===== src/rtl/uart_rx_cfg.sv =====
// Oversampled UART receiver with parameterised width, oversample ratio and stop bits.
// It checks parity, framing and break per frame and holds each word in a valid/ready register with overrun tracking.
module uart_rx_cfg #(
    parameter int DATA_BITS  = 8,
    parameter int OVERSAMPLE = 16,
    parameter int STOP_BITS  = 1
) (
    input  logic                 clk,
    input  logic                 reset_n,
    input  logic                 s_tick,
    input  logic                 rx_pin,
    input  logic                 parity_en,
    input  logic                 parity_odd,
    input  logic                 rx_ready,
    output logic [DATA_BITS-1:0] rx_data,
    output logic                 rx_valid,
    output logic                 parity_err,
    output logic                 frame_err,
    output logic                 brk,
    output logic                 overrun
);
    localparam int SW = $clog2(OVERSAMPLE);
    localparam int BW = $clog2(DATA_BITS);
    localparam logic [SW-1:0] S_HALF    = SW'(OVERSAMPLE / 2 - 1);
    localparam logic [SW-1:0] S_FULL    = SW'(OVERSAMPLE - 1);
    localparam logic [BW-1:0] B_LAST    = BW'(DATA_BITS - 1);
    localparam logic [BW-1:0] STOP_LAST = BW'(STOP_BITS - 1);

    typedef enum logic [2:0] {
        WAIT_IDLE = 3'd0,
        IDLE      = 3'd1,
        START     = 3'd2,
        DATA      = 3'd3,
        PARITY    = 3'd4,
        STOP      = 3'd5
    } state_t;

    function automatic logic f_xor(input logic [DATA_BITS-1:0] d);
        return ^d;
    endfunction

    logic                 r_sync1, r_sync2, w_rx_s;
    state_t               r_state, w_state;
    logic [SW-1:0]        r_s_count, w_s_count;
    logic [BW-1:0]        r_b_count, w_b_count;
    logic [DATA_BITS-1:0] r_shift, w_shift;
    logic                 r_par_en, w_par_en, r_par_odd, w_par_odd;
    logic                 r_pbit, w_pbit, r_perr, w_perr, r_ferr, w_ferr;
    logic                 w_commit, w_xfer;
    logic [DATA_BITS-1:0] r_data, w_data;
    logic                 r_valid, w_valid, r_perr_o, w_perr_o, r_ferr_o, w_ferr_o;
    logic                 r_brk, w_brk, r_ovr, w_ovr;

    assign w_rx_s = r_sync2;

    // Two-flop synchroniser; idle-high reset value keeps the line looking quiet.
    always_ff @(posedge clk or negedge reset_n) begin
        if (!reset_n) begin
            r_sync1 <= 1'b1;
            r_sync2 <= 1'b1;
        end else begin
            r_sync1 <= rx_pin;
            r_sync2 <= r_sync1;
        end
    end

    // Frame FSM next state plus the output holding register update.
    always_comb begin
        w_state   = r_state;
        w_s_count = r_s_count;
        w_b_count = r_b_count;
        w_shift   = r_shift;
        w_par_en  = r_par_en;
        w_par_odd = r_par_odd;
        w_pbit    = r_pbit;
        w_perr    = r_perr;
        w_ferr    = r_ferr;
        w_commit  = 1'b0;
        case (r_state)
            WAIT_IDLE: begin
                if (w_rx_s) w_state = IDLE;
                else        w_state = WAIT_IDLE;
            end
            IDLE: begin
                if (!w_rx_s) begin
                    w_state   = START;
                    w_s_count = '0;
                end else begin
                    w_state = IDLE;
                end
            end
            START: begin
                if (s_tick && r_s_count == S_HALF) begin
                    if (!w_rx_s) begin
                        w_state   = DATA;
                        w_s_count = '0;
                        w_b_count = '0;
                        w_par_en  = parity_en;
                        w_par_odd = parity_odd;
                        w_pbit    = 1'b0;
                        w_perr    = 1'b0;
                        w_ferr    = 1'b0;
                    end else begin
                        w_state = IDLE;
                    end
                end else if (s_tick) begin
                    w_s_count = r_s_count + 1'b1;
                end else begin
                    w_s_count = r_s_count;
                end
            end
            DATA: begin
                if (s_tick && r_s_count == S_FULL) begin
                    w_shift   = {w_rx_s, r_shift[DATA_BITS-1:1]};
                    w_s_count = '0;
                    if (r_b_count == B_LAST) begin
                        w_b_count = '0;
                        w_state   = r_par_en ? PARITY : STOP;
                    end else begin
                        w_b_count = r_b_count + 1'b1;
                    end
                end else if (s_tick) begin
                    w_s_count = r_s_count + 1'b1;
                end else begin
                    w_s_count = r_s_count;
                end
            end
            PARITY: begin
                if (s_tick && r_s_count == S_FULL) begin
                    w_pbit    = w_rx_s;
                    w_perr    = f_xor(r_shift) ^ w_rx_s ^ r_par_odd;
                    w_s_count = '0;
                    w_state   = STOP;
                end else if (s_tick) begin
                    w_s_count = r_s_count + 1'b1;
                end else begin
                    w_s_count = r_s_count;
                end
            end
            STOP: begin
                if (s_tick && r_s_count == S_FULL) begin
                    w_s_count = '0;
                    w_ferr    = r_ferr | ~w_rx_s;
                    if (r_b_count == STOP_LAST) begin
                        w_b_count = '0;
                        w_commit  = 1'b1;
                        w_state   = w_ferr ? WAIT_IDLE : IDLE;
                    end else begin
                        w_b_count = r_b_count + 1'b1;
                    end
                end else if (s_tick) begin
                    w_s_count = r_s_count + 1'b1;
                end else begin
                    w_s_count = r_s_count;
                end
            end
            default: w_state = WAIT_IDLE;
        endcase

        w_xfer   = r_valid & rx_ready;
        w_data   = r_data;
        w_valid  = r_valid;
        w_perr_o = r_perr_o;
        w_ferr_o = r_ferr_o;
        w_brk    = r_brk;
        w_ovr    = r_ovr;
        if (w_commit) begin
            w_data   = r_shift;
            w_perr_o = r_par_en & r_perr;
            w_ferr_o = w_ferr;
            w_brk    = (r_shift == '0) && !(r_par_en && r_pbit) && w_ferr;
            w_valid  = 1'b1;
            // A commit coinciding with a transfer replaces the word cleanly.
            w_ovr    = r_valid & ~w_xfer;
        end else if (w_xfer) begin
            w_valid = 1'b0;
            w_ovr   = 1'b0;
        end else begin
            w_valid = r_valid;
        end
    end

    // State, counters, frame capture and holding register.
    always_ff @(posedge clk or negedge reset_n) begin
        if (!reset_n) begin
            r_state   <= WAIT_IDLE;
            r_s_count <= '0;
            r_b_count <= '0;
            r_shift   <= '0;
            r_par_en  <= 1'b0;
            r_par_odd <= 1'b0;
            r_pbit    <= 1'b0;
            r_perr    <= 1'b0;
            r_ferr    <= 1'b0;
            r_data    <= '0;
            r_valid   <= 1'b0;
            r_perr_o  <= 1'b0;
            r_ferr_o  <= 1'b0;
            r_brk     <= 1'b0;
            r_ovr     <= 1'b0;
        end else begin
            r_state   <= w_state;
            r_s_count <= w_s_count;
            r_b_count <= w_b_count;
            r_shift   <= w_shift;
            r_par_en  <= w_par_en;
            r_par_odd <= w_par_odd;
            r_pbit    <= w_pbit;
            r_perr    <= w_perr;
            r_ferr    <= w_ferr;
            r_data    <= w_data;
            r_valid   <= w_valid;
            r_perr_o  <= w_perr_o;
            r_ferr_o  <= w_ferr_o;
            r_brk     <= w_brk;
            r_ovr     <= w_ovr;
        end
    end

    assign rx_data    = r_data;
    assign rx_valid   = r_valid;
    assign parity_err = r_perr_o;
    assign frame_err  = r_ferr_o;
    assign brk        = r_brk;
    assign overrun    = r_ovr;
endmodule


===== config.mk =====
export PLATFORM = sky130hd
export DESIGN_NAME = uart_rx_cfg
export DESIGN_NICKNAME = d
export VERILOG_FILES = /design/src/rtl/uart_rx_cfg.sv
export SDC_FILE = /design/constraint.sdc
export NUM_CORES = 1
export LEC_CHECK = 0
export CAP_MARGIN = 20
export CORE_MARGIN = 10
export CORE_UTILIZATION = 63
export CTS_BUF_LIST = sky130_fd_sc_hd__clkbuf_8
export DETAILED_ROUTE_END_ITERATION = 8
export PLACE_DENSITY = 0.87
export SYNTH_ARGS = -nofsm -noshare
export SYNTH_HDL_FRONTEND = slang
export SYNTH_SLANG_ARGS = --single-unit

===== constraint.sdc =====
create_clock -name clk -period 4.9 [get_ports clk]
set_input_delay 1.225 -clock clk [delete_from_list [all_inputs] [get_ports clk]]
set_output_delay 1.225 -clock clk [all_outputs]
set_load 0.005 [all_outputs]

==> results.txt, run 1 <==
outcome = complete, no violations
layout cell share with drive strength beyond 1 = 0.139
first-pass GRT wire length = 7.53 mm
Placer Congestion = 0.868
Die Area = 5880 sq um
reg2reg end = rx_data[5]
fin crit share = 0.641
footprint of the multi-input gates = 942 sq um
commonest non-fill, non-tap cell in the layout = dfrtp_1
Reg area = 953 sq um
IO Pins = 20
CP max FO = 15
syn_nets = 205
Main synth FF type = dfrtp_1
Synth async-reset ratio = 1.00
maximum root-to-sink buffer count = 2
# fillers = 212
Synth Instances = 190
Yosys cell types = 44
peak supply drop = 277 uV
Final HPWL DP = 3.09 mm
PortBufs = 19
final cell area excluding filler cells = 2350 sq um
number of remaining DRC errors = 0
Starting Density = 0.663
CTS tree = yes
Yosys warning total = 0
Vias per Instance = 5.96
cts bufs inserted = 5
Post-CTS Resized = 0
Seq pwr share = 0.398
NetSw = 421 uW
Gate power share = 0.321
postcts setup bufs = 0
clock power share = 0.280
Mapped Area = 2020 sq um
All-Layer GR Usage = 0.155
Mapped Avg Cell Area = 10.7 sq um
Critical Path End Type = flip-flop
Post-Route Setup TNS = 0 ps
Max Freq = 318 MHz
most frequent cells in the layout = dfrtp_1, inv_1, clkdlybuf4s50_1
clock slew at reported path FFs = 80 ps
crit path launch = s_tick
Pint = 761 uW
switching share of power = 0.356
final hold violation count = 0
Core Area = 3050 sq um
diode count = 0
antenna violations before repair = 0
post-synthesis sequential area ratio = 0.471
max cap viols = 0
arrival time at the worst endpoint = 3330 ps
Tot Pwr = 1180 uW
worst hold-check path type = flip-flop to flip-flop
vias = 1509
Lkg Pwr = 0.00109 uW
Row Count = 20
Iter 0 DRT Violations = 151
WL final = 4.46 mm
clk root buf = clkbuf_8
reg-to-reg startpoint = r_state[0]
hold slack = 361 ps
startpoint types = input port
P&R area growth vs syn = 16.3%
CP endpoint = rx_data[5]
NumNets Final = 223
DRT Pass-1 Iters = 4
pwr dens = 503 nW/um^2
Least-Margin Pin Slew = 963 ps
Post-DRT Antenna Nets = 0
Avg WL per Cell = 17.6 um
Register-to-Register Path Depth = 3
WP data required = 5080 ps
Die Y = 76.7 um
Die X = 76.7 um
CTS Hold Bufs = 0
vias in the first global route = 1618
pin count of the biggest net entering global routing = 39
RSZ-0062 raised after global routing = no
clock sink total = 38
crit path time final = 3140 ps
Reg2Reg Setup Slack = 2520 ps
final setup violation count = 0
Remaining Overflow, GRT = 0
Crit Path Class = input port to flip-flop
Clock Latency Late Sink = 300 ps
Clock Skews = 5.40 ps
number of enable flip-flop cells after synthesis = 0
Placed Area = 2210 sq um
fin. max-slew vios = 0
Max H-tree Level = 2
flops & latches, synth = 38
Max-slew headroom = 0.353
## worst min path at each step
stage               depth (start not counted)     from  endpoint
finish                                      0  r_sync1   r_sync2
global route                                0  r_sync1   r_sync2
CTS                                         0  r_sync1   r_sync2
detailed placement                          0  r_sync1   r_sync2
global placement                            0  r_sync1   r_sync2
floorplan                                   0  r_sync1   r_sync2
## final cells by class
class,instances,area share
Sequential cell,38,0.405
Tap cell,44,0.0234
Inverter,20,0.0319
Clock inverter,2,0.0255
Timing Repair Buffer,19,0.0787
Multi-Input combinational cell,124,0.400
Clock buffer,6,0.0351
## per-stage QoR
stage / cells / setup WS (ps) / util
floorplan: 190 / 2530 / -
global placement: 245 / 1520 / 0.724
detailed placement: 245 / 1480 / 0.724
CTS: 253 / 1760 / 0.771
global route: 253 / 1680 / 0.771
finish: 253 / 1760 / 0.771
## synth_stat cells (2+ instances only)
| master | count | area share |
|---|---|---|
| o21ai_0 | 14 | 0.035 |
| nand2_1 | 17 | 0.032 |
| nor2_1 | 2 | 0.0037 |
| buf_6 | 2 | 0.011 |
| nand4_1 | 4 | 0.012 |
| a21oi_1 | 6 | 0.015 |
| a21o_1 | 3 | 0.011 |
| o211ai_1 | 4 | 0.015 |
| mux2_2 | 10 | 0.056 |
| dfrtp_1 | 36 | 0.44 |
| inv_1 | 20 | 0.037 |
| nor2b_1 | 4 | 0.012 |
| mux2i_1 | 6 | 0.030 |
| nand3_1 | 7 | 0.017 |
| nor3_1 | 3 | 0.0074 |
| xnor2_1 | 5 | 0.022 |
| o2bb2ai_1 | 2 | 0.0087 |
| nand3b_1 | 2 | 0.0074 |
| a31oi_1 | 5 | 0.015 |
| buf_2 | 4 | 0.0099 |
| ha_1 | 8 | 0.049 |
| dfstp_2 | 2 | 0.026 |
| nand2b_1 | 3 | 0.0093 |
## power by group through the flow
stage          clock network (uW)  logic, uW  registers (uW)
6_report                      331        380             471
5_1_grt                       349        421             478
4_1_cts                       331        379             467
3_5_place_dp                    0        372             472
3_3_place_gp                    0        350             463
2_1_floorplan                   0        346             415
## per-layer routing
metal  up-vias  wire length (um)  track usage
li1        705                 -            -
met1       738              1750        0.162
met2        61              2380        0.279
met3         5               284       0.0548
met4         0                40       0.0539
met5         -                 0            0
## sequential cells by signal, summed over array words and instances (netlist names), 3 cells and up
signal and cells:
r_b_count 3, r_s_count 4, r_shift 8, r_state 3, rx_data 8
## cells by family (layout without fill, tap and decap cells)
logic type | count (synthesis) | after routing | share of synthesized area
multiplexers | 17 | 17 | 0.0927
AO/OA/AOI/OAI | 42 | 42 | 0.135
buffers and inverters | 28 | 47 | 0.0637
AND/OR/NAND/NOR | 51 | 51 | 0.155
flip-flops | 38 | 38 | 0.471
adder cells (fa/ha/maj) | 8 | 8 | 0.0494
XOR/XNOR | 6 | 6 | 0.0328
## worst max-delay path: stages
cell	delay, ps
clkdlybuf4s50_1	650
nand3_4	160
nor4_4	860
mux2_2	420
(Power assumes the default switching activity.)
==> run 2, diff against run 1 <==
--- a/config.mk
+++ b/config.mk
@@ -7,10 +7,10 @@
 export LEC_CHECK = 0
 export CAP_MARGIN = 20
 export CORE_MARGIN = 10
-export CORE_UTILIZATION = 63
+export CORE_UTILIZATION = 59
 export CTS_BUF_LIST = sky130_fd_sc_hd__clkbuf_8
 export DETAILED_ROUTE_END_ITERATION = 8
-export PLACE_DENSITY = 0.87
+export PLACE_DENSITY = 0.82
 export SYNTH_ARGS = -nofsm -noshare
 export SYNTH_HDL_FRONTEND = slang
 export SYNTH_SLANG_ARGS = --single-unit
==> constraint.sdc (replaced) <==
create_clock -name clk -period 3.1 [get_ports clk]
set_input_delay 0.775 -clock clk [delete_from_list [all_inputs] [get_ports clk]]
set_output_delay 0.775 -clock clk [all_outputs]
set_load 0.005 [all_outputs]
==> results.txt, run 2 (synthesis gave the netlist of run 1 again) <==
max cap viols = 0 (unchanged)
final hold violation count = 0 (unchanged)
cts bufs inserted = 5 (unchanged)
fin crit share = 0.797
antenna violations before repair = 0 (unchanged)
Core Area = 3340 sq um (was 3050 sq um)
maximum root-to-sink buffer count = 2 (unchanged)
commonest non-fill, non-tap cell in the layout = dfrtp_1 (unchanged)
number of instances in the placed design = 249 (was 245)
Least-Margin Pin Slew = 807 ps (was 963 ps)
Die Area = 6170 sq um (was 5880 sq um)
pin count of the biggest net entering global routing = 39 (unchanged)
Remaining Overflow, GRT = 0 (unchanged)
first-pass GRT wire length = 7.07 mm (was 7.53 mm)
CP max FO = 11 (was 15)
Die Y = 78.6 um (was 76.7 um)
peak supply drop = 324 uV (was 277 uV)
Vias per Instance = 5.72 (was 5.96)
DRT Pass-1 Iters = 4 (unchanged)
startpoint types = input port (unchanged)
Iter 0 DRT Violations = 176 (was 151)
number of remaining DRC errors = 0 (unchanged)
All-Layer GR Usage = 0.143 (was 0.155)
Avg WL per Cell = 16.0 um (was 17.6 um)
Max H-tree Level = 2 (unchanged)
Post-CTS Resized = 0 (unchanged)
Max-slew headroom = 0.462 (was 0.353)
Post-Route Setup TNS = 0 ps (unchanged)
PortBufs = 19 (unchanged)
arrival time at the worst endpoint = 2650 ps (was 3330 ps)
RSZ-0062 raised after global routing = no (unchanged)
P&R area growth vs syn = 14.2% (was 16.3%)
outcome = complete, no violations (unchanged)
crit path time final = 2470 ps
Die X = 78.6 um (was 76.7 um)
Crit Path Class = input port to flip-flop (unchanged)
clock slew at reported path FFs = 70 ps (was 80 ps)
pwr dens = 717 nW/um^2 (was 503 nW/um^2)
postcts setup bufs = 0 (unchanged)
final cell count without fillers = 257 (was 253)
vias = 1471 (was 1509)
final setup violation count = 0 (unchanged)
Clock Latency Late Sink = 290 ps (was 300 ps)
clock sink total = 38 (unchanged)
Row Count = 21 (was 20)
Starting Density = 0.607 (was 0.663)
layout cell share with drive strength beyond 1 = 0.142 (was 0.139)
diode count = 0 (unchanged)
CTS Hold Bufs = 0 (unchanged)
Clock Skews = 8.24 ps (was 5.40 ps)
WP data required = 3270 ps (was 5080 ps)
Final HPWL DP = 3.01 mm (was 3.09 mm)
vias in the first global route = 1489 (was 1618)
IO Pins = 20 (unchanged)
clk root buf = clkbuf_8 (unchanged)
fin. max-slew vios = 0 (unchanged)
worst hold-check path type = flip-flop to flip-flop (unchanged)
Lkg Pwr = 0.00107 uW (was 0.00109 uW)
NumNets Final = 225 (was 223)
Post-DRT Antenna Nets = 0 (unchanged)
Placer Congestion = 0.869 (was 0.868)
most frequent cells in the layout = dfrtp_1, inv_1, clkdlybuf4s50_1 (unchanged)
CTS tree = yes (unchanged)
WL final = 4.12 mm (was 4.46 mm)
Critical Path End Type = flip-flop (unchanged)
Max Freq = 404 MHz
-- run 2: changes by cell type in the layout (fill, tap and decap cells not counted) --
cell	delta
inv_1	+1
buf_4	+2
clkinv_2	+2
bufinv_16	-2
clkbuf_8	-1
-- run 2: path summary, 6_finish.rpt --
path	from	to	slack [ps]	cells after the start
max	s_tick	rx_data[3]	630	5
min	r_sync1	r_sync2	360	0
max reg2reg	r_state[0]	rx_data[3]	950	4
min reg2reg	r_sync1	r_sync2	360	0
max in group asynchronous	reset_n	overrun	2020	1
min in group asynchronous	reset_n	rx_data[5]	570	1
-- run 2: worst max-delay path: stages --
cell and delay [ps]:
clkdlybuf4s50_1 650, nand3_4 160, nor4_4 430, buf_4 270, mux2_2 350
-- run 2: layout make-up --
type                            instances  area [sq um]
Inverter                               20          75.1
Fill cell                             269          1030
Clock buffer                            5          68.8
Timing Repair Buffer                   21           200
Sequential cell                        38           953
Tap cell                               46          57.6
Multi-Input combinational cell        124           942
Clock inverter                          3          13.8
-- run 2: per-layer routing --
metal / vias to the layer above / GRT usage / wire length, um
li1: 703 / - / -
met1: 723 / 0.161 / 1760
met2: 40 / 0.238 / 2030
met3: 5 / 0.0513 / 267
met4: 0 / 0.0627 / 62
met5: - / 0 / 0
-- run 2: where the power goes --
group	internal, uW	total (uW)	switching (uW)
sequential	589	745	156
clock	152	323	171
combinational	271	590	318
-- run 2: metrics by stage --
step | setup slack (ps) | util | hold slack [ps] | power, uW | instance area, sq um
3_3_place_gp | 407 | 0.668 | 346 | 1290 | 2230
4_1_cts | 641 | 0.693 | 360 | 1660 | 2310
2_1_floorplan | 1180 | - | 345 | 1200 | 2020
5_1_grt | 515 | 0.693 | 363 | 1770 | 2310
6_report | 628 | 0.693 | 359 | 1660 | 2310
3_5_place_dp | 353 | 0.668 | 349 | 1330 | 2230
==> run 3, diff against run 2 <==
--- a/config.mk
+++ b/config.mk
@@ -7,10 +7,10 @@
 export LEC_CHECK = 0
 export CAP_MARGIN = 20
 export CORE_MARGIN = 10
-export CORE_UTILIZATION = 59
+export CORE_UTILIZATION = 53
 export CTS_BUF_LIST = sky130_fd_sc_hd__clkbuf_8
 export DETAILED_ROUTE_END_ITERATION = 8
-export PLACE_DENSITY = 0.82
+export PLACE_DENSITY = 0.78
 export SYNTH_ARGS = -nofsm -noshare
 export SYNTH_HDL_FRONTEND = slang
 export SYNTH_SLANG_ARGS = --single-unit
==> constraint.sdc (replaced) <==
create_clock -name clk -period 1.99 [get_ports clk]
set_input_delay 0.4975 -clock clk [delete_from_list [all_inputs] [get_ports clk]]
set_output_delay 0.4975 -clock clk [all_outputs]
set_load 0.005 [all_outputs]
==> results.txt, run 3 (synthesis gave the netlist of run 1 again) <==
IO Pins = 20 (unchanged)
final cell count without fillers = 269 (was 257)
Post-DRT Antenna Nets = 0 (unchanged)
most frequent cells in the layout = dfrtp_1, inv_1, clkdlybuf4s50_1 (unchanged)
CTS tree = yes (unchanged)
Max-slew headroom = 0.697 (was 0.462)
antenna violations before repair = 0 (unchanged)
CP max stage cell = clkdlybuf4s50_1 (unchanged)
Max H-tree Level = 2 (unchanged)
CP Depth = 5 (unchanged)
clk root buf = clkbuf_8 (unchanged)
DRT Pass-1 Iters = 4 (unchanged)
maximum root-to-sink buffer count = 2 (unchanged)
outcome = complete, no violations (unchanged)
arrival time at the worst endpoint = 2060 ps (was 2650 ps)
CTS Hold Bufs = 0 (unchanged)
fin crit share = 0.941
Reg area = 953 sq um (unchanged)
All-Layer GR Usage = 0.142 (was 0.143)
layout cell share with drive strength beyond 1 = 0.186 (was 0.142)
Crit Path Class = input port to flip-flop (unchanged)
clock slew at reported path FFs = 80 ps (was 70 ps)
commonest non-fill, non-tap cell in the layout = dfrtp_1 (unchanged)
vias in the first global route = 1558 (was 1489)
cell chain of the critical path = clkdlybuf4s50_1 > and3_1 > nand2_2 > a221o_1 > mux2_4 (was clkdlybuf4s50_1 > nand3_4 > nor4_4 > buf_4 > mux2_2)
NumNets Final = 235 (was 225)
CP max FO = 3 (was 11)
Critical Path End Type = flip-flop (unchanged)
Least-Margin Pin Slew = 455 ps (was 807 ps)
Die X = 81.8 um (was 78.6 um)
startpoint types = input port (unchanged)
crit path time final = 1870 ps
Die Area = 6690 sq um (was 6170 sq um)
cts bufs inserted = 5 (unchanged)
Vias per Instance = 5.81 (was 5.72)
hold slack = 139 ps (was 359 ps)
WP data required = 2180 ps (was 3270 ps)
Die Y = 81.8 um (was 78.6 um)
Core Area = 3690 sq um (was 3340 sq um)
diode count = 0 (unchanged)
Iter 0 DRT Violations = 125 (was 176)
number of buffers and inverters on the critical path = 1 (was 2)
final setup violation count = 0 (unchanged)
RSZ-0062 raised after global routing = no (unchanged)
footprint of the multi-input gates = 942 sq um (unchanged)
number of remaining DRC errors = 0 (unchanged)
Max Freq = 534 MHz
postcts setup bufs = 0 (unchanged)
first-pass GRT wire length = 7.36 mm (was 7.07 mm)
final hold violation count = 0 (unchanged)
clock sink total = 38 (unchanged)
fin. max-slew vios = 0 (unchanged)
number of instances in the placed design = 261 (was 249)
Largest delay share family, worst path = buffers and inverters (unchanged)
Clock Skews = 5.69 ps (was 8.24 ps)
pin count of the biggest net entering global routing = 21 (was 39)
max cap viols = 0 (unchanged)
Avg WL per Cell = 15.9 um (was 16.0 um)
worst hold-check path type = input port to asynchronous set/reset pin (was flip-flop to flip-flop)
Tot Pwr = 2740 uW (was 1660 uW)
Row Count = 22 (was 21)
Placer Congestion = 0.903 (was 0.869)
Register-to-Register Path Depth = 4 (unchanged)
Starting Density = 0.549 (was 0.607)
# fillers = 292 (was 269)
pwr dens = 1130 nW/um^2 (was 717 nW/um^2)
post-layout utilization of the core = 0.658 (was 0.693)
vias = 1562 (was 1471)
PortBufs = 19 (unchanged)
Remaining Overflow, GRT = 0 (unchanged)
Lkg Pwr = 0.00113 uW (was 0.00107 uW)
CP max stage delay = 550 ps (was 650 ps)
Post-CTS Resized = 0 (unchanged)
Clock Latency Late Sink = 290 ps (about the same)
Final HPWL DP = 3.28 mm (was 3.01 mm)
P&R area growth vs syn = 19.8% (was 14.2%)
peak supply drop = 585 uV (was 324 uV)
WL final = 4.29 mm (was 4.12 mm)
Post-Route Setup TNS = 0 ps (unchanged)
## run 3: cell types whose count changed in the layout (fill, tap and decap cells not counted), sizes merged
cell,delta
buf,+10
clkbuf,+1
clkinv,-1
clkinvlp,+1
inv,-1
## run 3: through the flow
| step | setup slack [ps] | area [sq um] |
|---|---|---|
| after global routing | 67.3 | 2430 |
| after detailed placement | -140 | 2330 |
| after floorplan | 246 | 2020 |
| after global placement | -111 | 2330 |
| final | 118 | 2430 |
| after CTS | 147 | 2430 |
## run 3: metal layers
layer	GRT usage	up-vias	share of wire
li1	-	729	-
met1	0.173	773	0.41
met2	0.229	50	0.50
met3	0.0524	10	0.076
met4	0.0425	0	0.013
met5	0	-	0
## run 3: final cells by class
| class | count | area share |
|---|---|---|
| multi-input combinational | 124 | 0.388 |
| inverter | 20 | 0.0309 |
| sequential | 38 | 0.393 |
| timing repair buffer | 31 | 0.124 |
| tap | 48 | 0.0248 |
| clock inverter | 2 | 0.00516 |
| clock buffer | 6 | 0.0340 |
## run 3: power by group
| group | total [uW] | internal (uW) | switching, uW |
|---|---|---|---|
| clock network | 559 | 278 | 280 |
| registers | 1120 | 918 | 199 |
| logic | 1070 | 508 | 560 |
## run 3: path summary, 6_finish.rpt
path,startpoint,end,slack (ps)
hold reg to reg,r_sync1,r_sync2,360
max in group asynchronous,reset_n,r_sync2,1310
setup reg to reg,r_state[2],frame_err,210
setup / recovery,s_tick,frame_err,120
min in group clk,r_sync1,r_sync2,360
hold / removal,reset_n,rx_data[1],140
